$ cat src/rtl/serial_tx.sv
// serial_tx: framed serial transmitter (start, DATA_W bits LSB first, optional even parity, stop).
// Optional feature macro: SERIAL_TX_PARITY_EN inserts an even-parity bit before the stop bit.
module serial_tx #(
  parameter int DATA_W       = 8,
  parameter int CLKS_PER_BIT = 4
) (
  input  logic              clk,
  input  logic              rst,
  input  logic              en,
  input  logic [DATA_W-1:0] tx_data,
  input  logic              tx_valid,
  output logic              tx_ready,
  output logic              tx,
  output logic              busy
);
  localparam int CW = (CLKS_PER_BIT > 1) ? $clog2(CLKS_PER_BIT) : 1;
  localparam int IW = (DATA_W > 1) ? $clog2(DATA_W) : 1;
`ifdef SERIAL_TX_PARITY_EN
  typedef enum logic [2:0] {IDLE, START, DATA, PARITY, STOP} state_t;
`else
  typedef enum logic [2:0] {IDLE, START, DATA, STOP} state_t;
`endif
  state_t            state_q, state_d;
  logic [CW-1:0]     div_q, div_d;
  logic [IW-1:0]     idx_q, idx_d;
  logic [DATA_W-1:0] shift_q, shift_d;
  logic              tx_q, tx_d;
  logic              busy_q, busy_d;
  logic              tick;
`ifdef SERIAL_TX_PARITY_EN
  logic              par_q, par_d;
`endif
  assign tick     = div_q == CW'(CLKS_PER_BIT - 1);
  assign tx_ready = (state_q == IDLE) && !rst;
  assign tx       = tx_q;
  assign busy     = busy_q;
  // Next-state logic: the divider paces every non-idle state; the bit advances on its wrap.
  always_comb begin
    state_d = state_q;
    div_d   = (state_q == IDLE) ? '0 : (tick ? '0 : div_q + CW'(1));
    idx_d   = idx_q;
    shift_d = shift_q;
    tx_d    = tx_q;
    busy_d  = busy_q;
`ifdef SERIAL_TX_PARITY_EN
    par_d   = par_q;
`endif
    case (state_q)
      IDLE: if (tx_valid) begin
        state_d = START;
        shift_d = tx_data;
        tx_d    = 1'b0;
        busy_d  = 1'b1;
        idx_d   = '0;
`ifdef SERIAL_TX_PARITY_EN
        par_d   = ^tx_data;
`endif
      end
      START: if (tick) begin
        state_d = DATA;
        tx_d    = shift_q[0];
        idx_d   = '0;
      end
      DATA: if (tick) begin
        if (idx_q == IW'(DATA_W - 1)) begin
`ifdef SERIAL_TX_PARITY_EN
          state_d = PARITY;
          tx_d    = par_q;
`else
          state_d = STOP;
          tx_d    = 1'b1;
`endif
        end else begin
          idx_d   = idx_q + IW'(1);
          shift_d = shift_q >> 1;
          tx_d    = shift_d[0];
        end
      end
`ifdef SERIAL_TX_PARITY_EN
      PARITY: if (tick) begin
        state_d = STOP;
        tx_d    = 1'b1;
      end
`endif
      STOP: if (tick) begin
        state_d = IDLE;
        busy_d  = 1'b0;
        tx_d    = 1'b1;
      end
      default: begin
        state_d = IDLE;
        tx_d    = 1'b1;
        busy_d  = 1'b0;
      end
    endcase
  end
  // State registers: reset wins over enable; en=0 freezes everything including the divider.
  always_ff @(posedge clk) begin
    if (rst) begin
      state_q <= IDLE;
      div_q   <= '0;
      idx_q   <= '0;
      shift_q <= '0;
      tx_q    <= 1'b1;
      busy_q  <= 1'b0;
`ifdef SERIAL_TX_PARITY_EN
      par_q   <= 1'b0;
`endif
    end else if (en) begin
      state_q <= state_d;
      div_q   <= div_d;
      idx_q   <= idx_d;
      shift_q <= shift_d;
      tx_q    <= tx_d;
      busy_q  <= busy_d;
`ifdef SERIAL_TX_PARITY_EN
      par_q   <= par_d;
`endif
    end
  end
endmodule
$ cat config.mk
export PLATFORM = sky130hd
export DESIGN_NAME = serial_tx
export DESIGN_NICKNAME = d
export VERILOG_FILES = /design/src/rtl/serial_tx.sv
export SDC_FILE = /design/constraint.sdc
export NUM_CORES = 1
export LEC_CHECK = 0
export ABC_AREA = 1
export CORE_MARGIN = 4
export CORE_UTILIZATION = 47
export DETAILED_ROUTE_END_ITERATION = 7
export PLACE_DENSITY = 0.75
export SKIP_LAST_GASP = 1
export SYNTH_ARGS = -nofsm -noshare
export SYNTH_HDL_FRONTEND = slang
export SYNTH_SLANG_ARGS = --single-unit
$ cat constraint.sdc
create_clock -name clk -period 1.6 [get_ports clk]
set_clock_uncertainty 0.05 [all_clocks]
set_input_delay 0.24 -clock clk [delete_from_list [all_inputs] [get_ports clk]]
set_output_delay 0.24 -clock clk [all_outputs]
set_load 0.01 [all_outputs]
==> flow_summary.ini, run 1 <==
[status]
outcome = completed

[clock_network]
clk_latency_ns = 0.30
cts.sinks = 17
cts_buffers = 3
holdBufCountCts = 0
cts_tree = built
clock_path_buffers = 2
root_buffer = clkbuf_4
clk_pin_slew_ns = 0.11
cts_max_level = 1

[grt]
antenna_found_initial = 0
grt_pass1_vias = 862
grt_max_degree = 17
grt_pass1_wl_um = 3530
grt_remaining_overflow = 0
grt_usage_pct = 16.4

[critical_path]
critical-path-top-delay-family = buffers and inverters
slowest_delay_ns = 0.33
startpoint_type = flop
worstPathArrival_ns = 1.26
path_max_fanout = 3
critPathBufInv = 3
crit_type = flop to output pin
endpoint_kind = output pin
path_cells = inv_2 -> ha_4 -> inv_1 -> nor2_1 -> clkdlybuf4s15_2
crit_path_top_delay_cell = dfxtp_1
worstPathRequired_ns = 1.31

[finish]
stdcell_count = 201
fin_util_pct = 69.9
drive_gt1_share_pct = 21.3
syn_to_final_growth_pct = 38.5
n_antenna_cell = 0
finish.net_count = 197

[place]
gp_congestion = 0.881
dp_hpwl_um = 1560
dp_cells = 195
port_buffers = 14

[synth]
synthesis.area_um2 = 1000
synth_top_area_share_pct = 34.0
netlist_instances = 143
synth_area_per_cell_um2 = 6.99
ys_warn_count = 0
ys_types = 21
ys_seq_area_share_pct = 34.0
synth-seq-cells = 17
syn_nets = 165
synth_top_cell_by_area = dfxtp_1
netlist_top_cells_area = dfxtp_1, nand2_1, nor2_1

[detailed_routing]
drt-pass1-iter-count = 4
met2_length_um = 1140
wl_met1_um = 1020
drc = 0
ant_nets = 0
drt_first_iter_violations = 12
top_layer_used = met4
vias_per_cell = 4.73
dr_wl_met3_um = 64
routedWlPerCell_um = 11.2
via_count = 951
routed_wl_um = 2260

[pwr]
power_frac_comb_pct = 55.4
p_switching_uw = 792
power_leakage_uw = 0.000647
pwr_density_cell_mw_per_mm2 = 1400
seqPwrFrac_pct = 32.0
pwr-share-clk_pct = 12.7
vdd_drop_max_mv = 0.740
p_int_uw = 1150
switching_share_pct = 40.8

[timing]
slew_headroom_pct = 86.2
tightest_slew_ns = 0.207
finalCritPeriodShare_pct = 96.8
rsz0062_at_grt = true
setup_violations = 0
maxSlewViolCount = 0
max_freq_mhz = 645
finalHoldViolCount = 0
fin_crit_ns = 1.55

[die]
start_util_pct = 50.4
dieArea_mm2 = 0.00293
io_pins = 15
rows = 16
dieWidth_um = 54.1
coreArea_mm2 = 0.00198
die_y_um = 54.1

[hold_path]
hold_class = flop to flop

[job]
drv_cap = 0
==> metal layers <==
metal,GRT usage (%),up-vias
met4,5.81,0
li1,-,508
met1,20.9,424
met2,26.9,13
met3,3.60,6
met5,0,-
==> layout make-up <==
cell class,instances,area [µm²]
Sequential cell,17,345
Multi-Input combinational cell,112,643
Fill cell,151,597
Inverter,11,43.8
Clock inverter,1,5.00
Timing Repair Buffer,30,292
Clock buffer,3,22.5
Tap cell,27,33.8
==> worst register-to-register path: stages (launching register included) <==
cell and delay [ns]:
dfxtp_2 0.34, ha_1 0.19, ha_2 0.19, nand2_2 0.09, nand3_4 0.09, nor2_4 0.18, clkbuf_16 0.17, nor2_1 0.04
nor2_1 0.13
==> state kept, by name, indices dropped and copies added (netlist names) <==
register and flops:
busy 1, div_q 2, idx_q 3, shift_q 8, state_q 2, tx 1
==> synthesized netlist by cell type <==
| library cell | count |
|---|---|
| mux2i_1 | 6 |
| dfxtp_1 | 17 |
| o21bai_1 | 2 |
| nor2_4 | 1 |
| clkbuf_1 | 1 |
| buf_6 | 1 |
| buf_4 | 1 |
| a21oi_1 | 2 |
| ha_1 | 10 |
| nor2_1 | 36 |
| nand2_1 | 40 |
| nor3_1 | 1 |
| a21boi_0 | 1 |
| o21ai_0 | 4 |
| inv_2 | 1 |
| nor3b_1 | 2 |
| nand3_1 | 4 |
| o21ai_1 | 1 |
| nand2_2 | 1 |
| nand3_2 | 1 |
| inv_1 | 10 |
==> logic make-up after synthesis <==
kind of cell / Yosys count / synth area share [%]
adder cells (fa/ha/maj): 10 / 12.5
buffers and inverters: 14 / 6.38
AO/OA/AOI/OAI: 10 / 5.76
AND/OR/NAND/NOR: 86 / 35.3
flip-flops: 17 / 34.0
multiplexers: 6 / 6.01
==> power groups by stage <==
| stage | Sequential, µW | Clock (µW) | Combinational [µW] |
|---|---|---|---|
| CTS | 606 | 243 | 966 |
| floorplan | 619 | 0 | 613 |
| global placement | 607 | 0 | 920 |
| finish | 621 | 246 | 1070 |
| global route | 632 | 271 | 1220 |
| detailed placement | 613 | 0 | 951 |
==> metrics by stage <==
step	setup slack, ns	hold slack (ns)	cell area [µm²]	total power (µW)	TNS [ns]
finish	0.0508	0.441	1390	1940	0
global route	-0.0300	0.462	1390	2120	-0.0674
CTS	0.0102	0.441	1300	1810	0
detailed placement	0.0132	0.423	1270	1560	0
global placement	0.0185	0.411	1270	1530	0
floorplan	0.0294	0.259	1000	1230	0
==> worst paths after layout <==
kind	start	endpoint	slack (ns)	cells past startpoint
max	state_q[0]$_SDFFE_PP0P_	tx_ready	0.05	5
min reg2reg	shift_q[5]$_SDFFE_PP0P_	shift_q[5]$_SDFFE_PP0P_	0.44	2
min	shift_q[5]$_SDFFE_PP0P_	shift_q[5]$_SDFFE_PP0P_	0.44	2
max reg2reg	idx_q[0]$_SDFFE_PP0P_	shift_q[1]$_SDFFE_PP0P_	0.08	8
==> cell usage in the layout (no fill, tap or decap), types with 2 or more instances in the layout <==
master / Yosys / layout
clkdlybuf4s50_1: 0 / 13
nor2_2: 0 / 2
dfxtp_1: 17 / 15
mux2i_1: 6 / 6
o21bai_1: 2 / 2
nor2_1: 36 / 34
o21ai_1: 1 / 2
o21ai_0: 4 / 3
ha_4: 0 / 2
ha_2: 0 / 2
ha_1: 10 / 6
nor3b_1: 2 / 2
a21oi_1: 2 / 2
nand2_1: 40 / 38
clkbuf_4: 0 / 3
inv_2: 1 / 2
nand3_1: 4 / 4
nand2_2: 1 / 3
buf_4: 1 / 14
inv_1: 10 / 8
==> repair_timing <==
action                                  in CTS  in global routing
buffers inserted                             0                  1
pin swaps                                    0                  3
gates cloned                                 0                  1
resized for setup                            7                 14
endpoints found under the setup margin       2                 13
No activity file was read; power rests on OpenSTA's default activity.
==> run 2, diff against run 1 <==
- CORE_MARGIN: 4 -> 10
- SKIP_CTS_REPAIR_TIMING: not set -> 1
==> flow_summary.ini, run 2 (synthesis results as in run 1) <==
[timing]
maxSlewViolCount = 0
tightest_slew_ns = 0.225
slew_headroom_pct = 85.0
fin_crit_ns = 1.55
setup_violations = 0
max_freq_mhz = 647
rsz0062_at_grt = true
tns_ns = 0
finalHoldViolCount = 0
finalCritPeriodShare_pct = 96.7

[grt]
antenna_found_initial = 0
grt_pass1_wl_um = 3640
grt_remaining_overflow = 0
grt_max_degree = 17
grt_pass1_vias = 836
grt_usage_pct = 10.6

[die]
dieArea_mm2 = 0.00437
die_y_um = 66.1
dieWidth_um = 66.1
start_util_pct = 49.9
coreArea_mm2 = 0.00200
rows = 16
io_pins = 15

[critical_path]
path_cells = inv_1 -> ha_1 -> inv_1 -> nor2_1 -> clkbuf_2
rr_worst_depth = 10
critPathBufInv = 3
reg2reg_from = state_q[0]$_SDFFE_PP0P_
path_max_fanout = 3
worstPathArrival_ns = 1.26
slowest_delay_ns = 0.32
r2r-end = shift_q[5]$_SDFFE_PP0P_
critical-path-top-delay-family = buffers and inverters
startpoint_type = flop
ff2ff_setup_slack_ns = 0.12
endpoint_kind = output pin
crit_type = flop to output pin
crit_path_top_delay_cell = dfxtp_1
worstPathRequired_ns = 1.31
cp_common_cell = inv_1

[clock_network]
clk_latency_ns = 0.30
cts_buffers = 3
cts.sinks = 17
cts_max_level = 1
cts_tree = built
clock_path_buffers = 2
root_buffer = clkbuf_4
clk_pin_slew_ns = 0.10

[detailed_routing]
routedWlPerCell_um = 11.1
drt-pass1-iter-count = 2
ant_nets = 0
via_count = 924
routed_wl_um = 2170
vias_per_cell = 4.74
drt_first_iter_violations = 29
drc = 0

[finish]
stdcell_count = 195
drive_gt1_share_pct = 17.3
final_common_cell = nand2_1
top_register = shift_q
largest_reg_flops = 8
top_regs = shift_q x8, idx_q x3
final_cell_mix = nand2_1, nor2_1, dfxtp_1, clkdlybuf4s50_1, inv_1
n_antenna_cell = 0
finish.net_count = 191
syn_to_final_growth_pct = 30.4

[hold_path]
worstHoldStart = shift_q[2]$_SDFFE_PP0P_
hold_depth = 2
hold_class = flop to flop
whs_endpoint = shift_q[2]$_SDFFE_PP0P_

[pwr]
p_switching_uw = 741
power_leakage_uw = 0.000615
pwr-share-clk_pct = 13.0
pwr_density_cell_mw_per_mm2 = 1390
power_frac_comb_pct = 53.3
seqPwrFrac_pct = 33.7
p_int_uw = 1080
vdd_drop_max_mv = 0.960
switching_share_pct = 40.8

[place]
dp_hpwl_um = 1660
port_buffers = 14
gp_congestion = 0.893
dp_cells = 191

[status]
outcome = completed

[job]
drv_cap = 0
run 2: worst max path at each step:
stage,from,to,cells past startpoint
floorplan,state_q[0]$_SDFFE_PP0P_,shift_q[6]$_SDFFE_PP0P_,9
global placement,rst,tx_ready,3
detailed placement,rst,tx_ready,3
CTS,state_q[0]$_SDFFE_PP0P_,tx_ready,5
global route,state_q[0]$_SDFFE_PP0P_,tx_ready,5
finish,state_q[0]$_SDFFE_PP0P_,tx_ready,5
run 2: layer usage:
metal | global-route usage [%] | vias up | share of wire, %
met5 | 0 | - | 0
met4 | 6.28 | 0 | 2.1
met3 | 3.05 | 5 | 3.0
met2 | 16.6 | 9 | 49
met1 | 12.5 | 415 | 46
li1 | - | 495 | -
run 2: stage by stage:
stage	power [µW]	area [µm²]	setup slack [ns]	hold slack, ns	utilization, %
floorplan	1230	1000	0.0294	0.259	-
global placement	1490	1240	0.00855	0.411	61.9
detailed placement	1530	1240	-0.0479	0.426	61.9
CTS	1770	1260	-0.350	0.442	63.2
global route	2010	1300	-0.0387	0.480	65.1
finish	1820	1300	0.0536	0.438	65.1
run 2: area by class of cell:
type	count	area (µm²)
clock buffer	4	26.3
fill	176	698
sequential	17	343
multi-input combinational	112	633
inverter	11	41.3
tap	27	33.8
timing repair buffer	24	226
run 2: power by group through the flow:
stage / clock [µW] / sequential (µW) / combinational, µW
6_report: 236 / 613 / 969
3_3_place_gp: 0 / 610 / 881
2_1_floorplan: 0 / 619 / 613
3_5_place_dp: 0 / 619 / 909
4_1_cts: 244 / 609 / 912
5_1_grt: 260 / 629 / 1130
run 2: tightest hold or removal path: cells and delay by family (launching register included):
family	cells	cell delay [ns]
flops	1	0.32
simple gates	2	0.14
